File: config.mk
export PLATFORM = sky130hd
export DESIGN_NAME = ifetch_buf
export DESIGN_NICKNAME = d
export VERILOG_FILES = /design/src/rtl/ifetch_buf.sv
export SDC_FILE = /design/constraint.sdc
export NUM_CORES = 1
export LEC_CHECK = 0
export BUFFER_PORTS_ARGS = -buffer_cell sky130_fd_sc_hd__buf_2
export CORE_MARGIN = 2
export CORE_UTILIZATION = 35
export DETAILED_ROUTE_END_ITERATION = 12
export GPL_TIMING_DRIVEN = 0
export PLACE_DENSITY = 0.59
export SLEW_MARGIN = 40
export SYNTH_ARGS = -nofsm -noshare
export SYNTH_HDL_FRONTEND = slang
export SYNTH_SLANG_ARGS = --single-unit
File: constraint.sdc
create_clock -name clk -period 2.65 [get_ports clk]
set_input_delay 0.265 -clock clk [delete_from_list [all_inputs] [get_ports clk]]
set_output_delay 0.265 -clock clk [all_outputs]
set_load 0.02 [all_outputs]
File: src/rtl/ifetch_buf.sv
// Instruction fetch front end. It issues sequential icache requests, limited by credit to DEPTH
// in-order responses in flight, and queues them as {instr, pc} for DEC. A flush redirects fetch.
module ifetch_buf #(
  parameter int XLEN  = 32,
  parameter int DEPTH = 4
) (
  input  logic            clk,
  input  logic            reset_n,
  input  logic [XLEN-1:0] reset_adr_i,
  output logic            icache_req_v_o,
  output logic [XLEN-1:0] icache_adr_o,
  input  logic            icache_req_rdy_i,
  input  logic            icache_rsp_v_i,
  input  logic [31:0]     icache_instr_i,
  input  logic            flush_v_q_i,
  input  logic [XLEN-1:0] pc_data_q_i,
  input  logic            dec_rdy_i,
  output logic            instr_v_q_o,
  output logic [31:0]     instr_q_o,
  output logic [XLEN-1:0] pc_q_o
);
  localparam int AW = $clog2(DEPTH);
  localparam int CW = AW + 1;
  localparam logic [XLEN-1:0] PC_STEP = XLEN'(4);
  localparam logic [CW-1:0]   CNT_ONE = CW'(1);
  localparam logic [AW-1:0]   PTR_ONE = AW'(1);
  localparam logic [CW:0]     DEPTH_C = (CW+1)'(DEPTH);

  logic            started_q;
  logic [XLEN-1:0] fetch_pc_q;
  logic [XLEN-1:0] rsp_pc_q;
  logic [CW-1:0]   out_cnt_q;
  logic [CW-1:0]   disc_cnt_q;
  logic [CW-1:0]   fifo_cnt_q;
  logic [AW-1:0]   wr_ptr_q;
  logic [AW-1:0]   rd_ptr_q;
  logic [31:0]     mem_instr_q [DEPTH];
  logic [XLEN-1:0] mem_pc_q    [DEPTH];

  logic        req_fire;
  logic        rsp_fire;
  logic        drop;
  logic        push;
  logic        pop;
  logic [CW:0] credit_used;

  // Queued entries plus requests in flight never exceed DEPTH, so a push always finds room.
  assign credit_used    = {1'b0, fifo_cnt_q} + {1'b0, out_cnt_q};
  assign icache_req_v_o = started_q & ~flush_v_q_i & (credit_used < DEPTH_C);
  assign icache_adr_o   = fetch_pc_q;
  assign req_fire       = icache_req_v_o & icache_req_rdy_i;

  // A response with nothing in flight is ignored.
  assign rsp_fire = icache_rsp_v_i & (out_cnt_q != '0);
  assign drop     = rsp_fire & (disc_cnt_q != '0);
  assign push     = rsp_fire & ~drop & ~flush_v_q_i;

  assign instr_v_q_o = (fifo_cnt_q != '0);
  assign pop         = instr_v_q_o & dec_rdy_i & ~flush_v_q_i;
  assign instr_q_o   = mem_instr_q[rd_ptr_q];
  assign pc_q_o      = mem_pc_q[rd_ptr_q];

  always_ff @(posedge clk or negedge reset_n) begin
    if (!reset_n) begin
      started_q  <= 1'b0;
      fetch_pc_q <= '0;
      rsp_pc_q   <= '0;
      out_cnt_q  <= '0;
      disc_cnt_q <= '0;
      fifo_cnt_q <= '0;
      wr_ptr_q   <= '0;
      rd_ptr_q   <= '0;
    end else begin
      out_cnt_q <= out_cnt_q + CW'(req_fire) - CW'(rsp_fire);
      if (flush_v_q_i) begin
        // Everything still in flight after this cycle belongs to the old path.
        started_q  <= 1'b1;
        fetch_pc_q <= pc_data_q_i;
        rsp_pc_q   <= pc_data_q_i;
        disc_cnt_q <= out_cnt_q - CW'(rsp_fire);
        fifo_cnt_q <= '0;
        wr_ptr_q   <= '0;
        rd_ptr_q   <= '0;
      end else if (!started_q) begin
        started_q  <= 1'b1;
        fetch_pc_q <= reset_adr_i;
        rsp_pc_q   <= reset_adr_i;
      end else begin
        if (req_fire) fetch_pc_q <= fetch_pc_q + PC_STEP;
        if (drop)     disc_cnt_q <= disc_cnt_q - CNT_ONE;
        if (push) begin
          rsp_pc_q <= rsp_pc_q + PC_STEP;
          wr_ptr_q <= wr_ptr_q + PTR_ONE;
        end
        if (pop) rd_ptr_q <= rd_ptr_q + PTR_ONE;
        fifo_cnt_q <= fifo_cnt_q + CW'(push) - CW'(pop);
      end
    end
  end

  always_ff @(posedge clk or negedge reset_n) begin
    if (!reset_n) begin
      for (int i = 0; i < DEPTH; i++) begin
        mem_instr_q[i] <= '0;
        mem_pc_q[i]    <= '0;
      end
    end else if (push) begin
      mem_instr_q[wr_ptr_q] <= icache_instr_i;
      mem_pc_q[wr_ptr_q]    <= rsp_pc_q;
    end
  end

endmodule
Yosys cells after proc, flatten, opt, wreduce, memory -nomap -nowiden
Index checks and enable logic that the tools add are counted.

Word-level logic and storage cells: 84. Memory bits (writable): 0. Flip-flop bits (word level): 334. Bits in read-only memories: 0. Memories kept: 0. Latch bits: 0. Input port bits: 102. Output and inout bits: 98.

Multipliers: 0. Reduce and logical (&&, ||, !) cells: 11. Div/mod/pow operators: 0. Shift operators: 0. $lt $le $gt $ge: 4. Bitwise logic cells: 13. Mux-type cells: 27. Add/subtract/negate cells: 11. Eq/ne operators: 2.

Operator list (number): $mux 32 (11); $bwmux 128 (2); $bmux 32 s2 (2); $add 32x3->32 const B (2); $demux 32 s2 (1); $mux 3 (5); $mux 2 (6); $and 1x1->1 (9); $reduce_bool 3->1 (3); $sub 3x1->3 (3); $reduce_bool 2->1 (4); $add 3x1->3 (2); $ge 3x3->1 const B (2); $ne 3x2->1 const B (2); $not 2->3 (2); $reduce_and 2->1 (3); $add 2x1->2 const B (2); $add 3x3->4 (1); $lt 4x3->1 const B (1); $lt 3x1->1 const B (1); $sub 3x1->3 const B (1); $not 1->1 (2); $logic_and 1x1->1 (1).

Logic depth before layout (Yosys ltp)
Depth in word-level cells: 10. Mapped depth: 15. Mapped depth without buffers: 15.

Worst setup path after synthesis
No wires, ideal clock.

Kind: register to register. Start point: register disc_cnt_q[0]. End point: register fifo_cnt_q[2]. Buffers on the path: 0. Path slack: 0.089 ns. Arrival time: 2.430 ns. Data required time: 2.518 ns. Stages on the path, launching flop included: 16. Cell sequence: dfrtp_1 > inv_1 > ha_1 > nor2b_1 > nand2_1 > nor2_1 > inv_1 > ha_1 > inv_1 > ha_1 > inv_1 > fa_1 > xor2_1 > nand2_1 > xor2_1 > nor2_1.

Word-level cells in the longest chain between the ends: 9.

RTL lines: start: declaration (line 33) `logic [CW-1:0] disc_cnt_q;`; start signal: assignment (line 80) `disc_cnt_q <= out_cnt_q - CW'(rsp_fire);`; start signal: assignment (line 90) `if (drop) disc_cnt_q <= disc_cnt_q - CNT_ONE;`; $reduce_bool 3->1 (line 55) `assign drop = rsp_fire & (disc_cnt_q != '0);`; $and 1x1->1 (line 55); $not 1->1 (line 56) `assign push = rsp_fire & ~drop & ~flush_v_q_i;`; $and 1x1->1 (2 in series) (line 56); $add 3x1->3 (line 96) `fifo_cnt_q <= fifo_cnt_q + CW'(push) - CW'(pop);`; $sub 3x1->3 (line 96); $mux 3 (line 84) `end else if (!started_q) begin`; $mux 3 (line 75) `if (flush_v_q_i) begin`; end signal: assignment (line 96); end: declaration (line 34) `logic [CW-1:0] fifo_cnt_q;`.

No other way between the ends. The select of a mux whose other input is x is not followed. A chain may end at the register's enable or synchronous reset.

Final worst setup path
Start point: input flush_v_q_i. End point: register fifo_cnt_q[2].

Word-level cells in the longest chain between the ends: 6. Elaborated cells between the ends (all ways): 8. Those cells by class: 2 x add/sub; 2 x mux; 3 x bitwise; 1 x reduce/logical.

RTL lines: start: declaration (line 15) `input logic flush_v_q_i,`; $not 1->1 (line 56, 59); $and 1x1->1 (line 56); $add 3x1->3 (line 96); $sub 3x1->3 (line 96); $mux 3 (line 84); $mux 3 (line 75).

Parallel ways exist; a longest one is shown, timed or not. The select of a mux whose other input is x is not followed.

==> flow_summary.json <==
{
  "r2r-end": "fifo_cnt_q[2]",
  "synth.avg_cell_area_um2": 13.2,
  "hold_viol_final": 0,
  "met3_length_mm": 2.54,
  "cts_buffers": 39,
  "p_per_area_nw_per_um2": 802,
  "worstPathArrival_ns": 2.97,
  "detail_route.vias_per_cell": 5.33,
  "holdPathStages": 3,
  "wl_met1_mm": 18.9,
  "synth_top_area_share": 0.522,
  "num_io_pins": 200,
  "drc": 0,
  "min_period_over_period": 0.958,
  "numClockSinks": 332,
  "ys_async_sr_fraction": 1.00,
  "setup_viol": 0,
  "dr_total_vias": 11300,
  "synth_edf_count": 0,
  "drt_wl_total_mm": 43.2,
  "clockBufferDepth": 3,
  "dieArea_um2": 47200,
  "synth_flop_cell": "dfrtp_1",
  "path_max_fanout": 10,
  "wire_per_inst_um": 20.3,
  "hold_class": "in2reg",
  "synth_most_common_cell": "dfrtp_1",
  "grt_pass1_wl_mm": 67.2,
  "maxUsedRoutingLayer": "met4",
  "cp-end-kind": "flip-flop",
  "power.share.clock": 0.349,
  "slew_headroom": 0.493,
  "die_h_um": 217,
  "crit_path_start_kind": "primary input",
  "path_cells": "buf_2 > clkbuf_2 > buf_1 > buf_2 > nor2_1 > ha_1 > inv_1 > ha_1 > inv_1 > fa_2 > xor2_1 > nand2_1 > xor2_1 > nor2_1",
  "clk_latency_ns": 0.56,
  "synthTopCellsByArea": "dfrtp_1 52%, mux2_2 18%, mux4_2 9.1%",
  "p_int_mw": 11.0,
  "min_period_ns": 2.54,
  "slew_viol_final": 0,
  "synth_nets": 1328,
  "power_frac_seq": 0.401,
  "hold_ws_ns": 0.0305,
  "critical_path.max_stage_delay_ns": 0.47,
  "cts_root_buf": "clkbuf_16",
  "fin_util": 0.436,
  "peakVddDrop_mv": 0.494,
  "p_total_mw": 15.8,
  "reg2reg_depth": 15,
  "fin_nets": 1615,
  "crit_slowest_cell": "buf_1",
  "wl_met2_mm": 20.5,
  "cts_tree": "yes",
  "core_um2": 45100,
  "clkTransAtPathRegs_ns": 0.05,
  "dpl.hpwl_mm": 30.4,
  "syn2layout_area_growth_pct": 23.5,
  "synth_seq_cells": 332,
  "min_to": "rsp_pc_q[30]",
  "netlist_instances": 1208,
  "antenna_left": 0,
  "rows": 78,
  "overflow": 0,
  "status": "finished clean",
  "antenna_found_initial": 0,
  "p_comb_frac": 0.250,
  "initial_core_util": 0.353,
  "netSwitchingFraction": 0.306,
  "worstHoldStart": "reset_adr_i[30]",
  "first_pass_iters": 5,
  "synth_common_cells": "332 x dfrtp_1, 256 x mux2_2, 72 x a21oi_1",
  "timing.rr.start": "disc_cnt_q[1]",
  "drt_iter0_markers": 669,
  "cp.required_ns": 3.08,
  "gr-usage-all-layers": 0.184,
  "r2r_slack_ns": 0.13,
  "netlist_area_um2": 15900,
  "leakagePower_nw": 9.10,
  "dieWidth_um": 217,
  "synth_area_leader_cell": "dfrtp_1",
  "rsz0062_at_grt": "true",
  "p_switching_mw": 4.82,
  "htreeDepth": 2,
  "finalClockSkew_ns": 0.0200,
  "yosys_warnings": 0,
  "max_freq_mhz": 394,
  "first_global_vias": 11600,
  "grt_max_degree": 77,
  "criticalPathCategory": "in2reg",
  "placed_cell_area_um2": 17800,
  "seq_area_frac_synth": 0.522,
  "final.fill_count": 4171,
  "num_antenna_cells": 0,
  "worstMarginPinSlew_ns": 0.760,
  "synth.distinct_cells": 57,
  "globalplace.congestion": 0.873,
  "finalInstanceArea_um2": 19700,
  "drv_cap": 0,
  "io_buffers": 199,
  "drive_gt1_frac": 0.437
}
## worst max-delay path, delay by kind of cell
kind / cells / cell delay [ns]
and+or+nand+nor: 3 / 0.21
adders and majority gates: 3 / 0.74
buffers and inverters: 6 / 1.46
xor gates and xnor gates: 2 / 0.29
## kinds of logic (layout without fill, tap and decap cells)
family,after synthesis,count (layout),synth area share
adder cells (fa/ha/maj),18,18,0.0151
XOR/XNOR,18,18,0.00991
AO/OA/AOI/OAI,206,206,0.0799
AND/OR/NAND/NOR,198,198,0.0650
other,1,1,0.000236
buffers and inverters,111,428,0.0336
multiplexers,324,324,0.274
flip-flops,332,332,0.522
## routing by layer
| metal | up-vias | global-route usage |
|---|---|---|
| met2 | 365 | 0.300 |
| li1 | 5092 | - |
| met5 | - | 0 |
| met3 | 65 | 0.0358 |
| met4 | 0 | 0.0594 |
| met1 | 5812 | 0.247 |
## cells in the final DEF (no fill, tap or decap), types with 5 or more instances in the layout
cell type | synthesis | final
and2_1 | 7 | 7
buf_16 | 0 | 5
clkbuf_2 | 0 | 5
clkbuf_16 | 0 | 40
and4_1 | 16 | 16
a22o_1 | 5 | 5
a21oi_1 | 72 | 72
dlygate4sd3_1 | 0 | 38
buf_4 | 27 | 32
nand2_1 | 62 | 61
nand2b_1 | 5 | 5
mux4_2 | 64 | 64
xnor2_1 | 12 | 12
nand4_1 | 25 | 25
clkinv_2 | 0 | 5
a22oi_1 | 26 | 26
o31ai_1 | 8 | 8
inv_1 | 20 | 19
nor4_1 | 9 | 9
clkbuf_1 | 40 | 43
nand3_1 | 24 | 24
a31oi_1 | 6 | 6
mux2_2 | 256 | 256
xor2_1 | 6 | 6
dfrtp_1 | 332 | 330
clkbuf_8 | 0 | 9
ha_1 | 16 | 13
buf_2 | 14 | 214
nor2_1 | 26 | 24
o21ai_0 | 51 | 51
## area by class of cell
type / instances / area [um2] / area share
Sequential cell: 332 / 8310 / 0.423
Clock inverter: 12 / 156 / 0.00796
Tap cell: 600 / 751 / 0.0382
Clock buffer: 59 / 1160 / 0.0591
Multi-Input combinational cell: 765 / 7130 / 0.363
Buffer: 91 / 510 / 0.0260
Timing Repair Buffer: 246 / 1550 / 0.0791
Inverter: 20 / 75.1 / 0.00382
## worst max path at each step
stage | startpoint | end | slack (ns) | depth (start not counted)
3_3_place_gp | reset_n | mem_pc_q[71] | -5.15 | 1
5_1_grt | disc_cnt_q[0] | fifo_cnt_q[2] | -0.01 | 15
2_1_floorplan | disc_cnt_q[0] | fifo_cnt_q[2] | 0.09 | 15
4_1_cts | out_cnt_q[2] | fifo_cnt_q[2] | -0.07 | 13
6_report | flush_v_q_i | fifo_cnt_q[2] | 0.11 | 14
3_5_place_dp | flush_v_q_i | fifo_cnt_q[2] | -1.02 | 14
## power groups by stage
stage | combinational [mW] | sequential [mW] | clock [mW]
2_1_floorplan | 2.52 | 6.29 | 0
3_3_place_gp | 3.74 | 6.36 | 0
3_5_place_dp | 3.86 | 6.39 | 0
4_1_cts | 3.96 | 6.31 | 5.65
5_1_grt | 4.29 | 6.42 | 5.86
6_report | 3.95 | 6.32 | 5.50
## flip-flops by register name (all words and copies together) (netlist names)
| register | flops |
|---|---|
| disc_cnt_q | 3 |
| fifo_cnt_q | 3 |
| icache_adr_o | 31 |
| mem_instr_q | 128 |
| mem_pc_q | 128 |
| out_cnt_q | 3 |
| rd_ptr_q | 2 |
| rsp_pc_q | 31 |
| started_q | 1 |
| wr_ptr_q | 2 |
## stage by stage
stage	setup TNS [ns]	setup WS [ns]	std cells
final	0	0.111	2125
after global routing	-0.0143	-0.0122	2125
after CTS	-0.0696	-0.0696	2121
after detailed placement	-61.95	-1.02	2012
after global placement	-1749.42	-5.15	2007
after floorplan	0	0.0885	1208
## repair_timing
item | CTS | global route
buffers inserted | 0 | 4
gates resized for setup | 26 | 15
endpoints found under the hold margin | 194 | 0
pin swaps | 0 | 2
endpoints found under the setup margin | 310 | 10
hold buffers | 38 | 0
(Power assumes the default switching activity.)
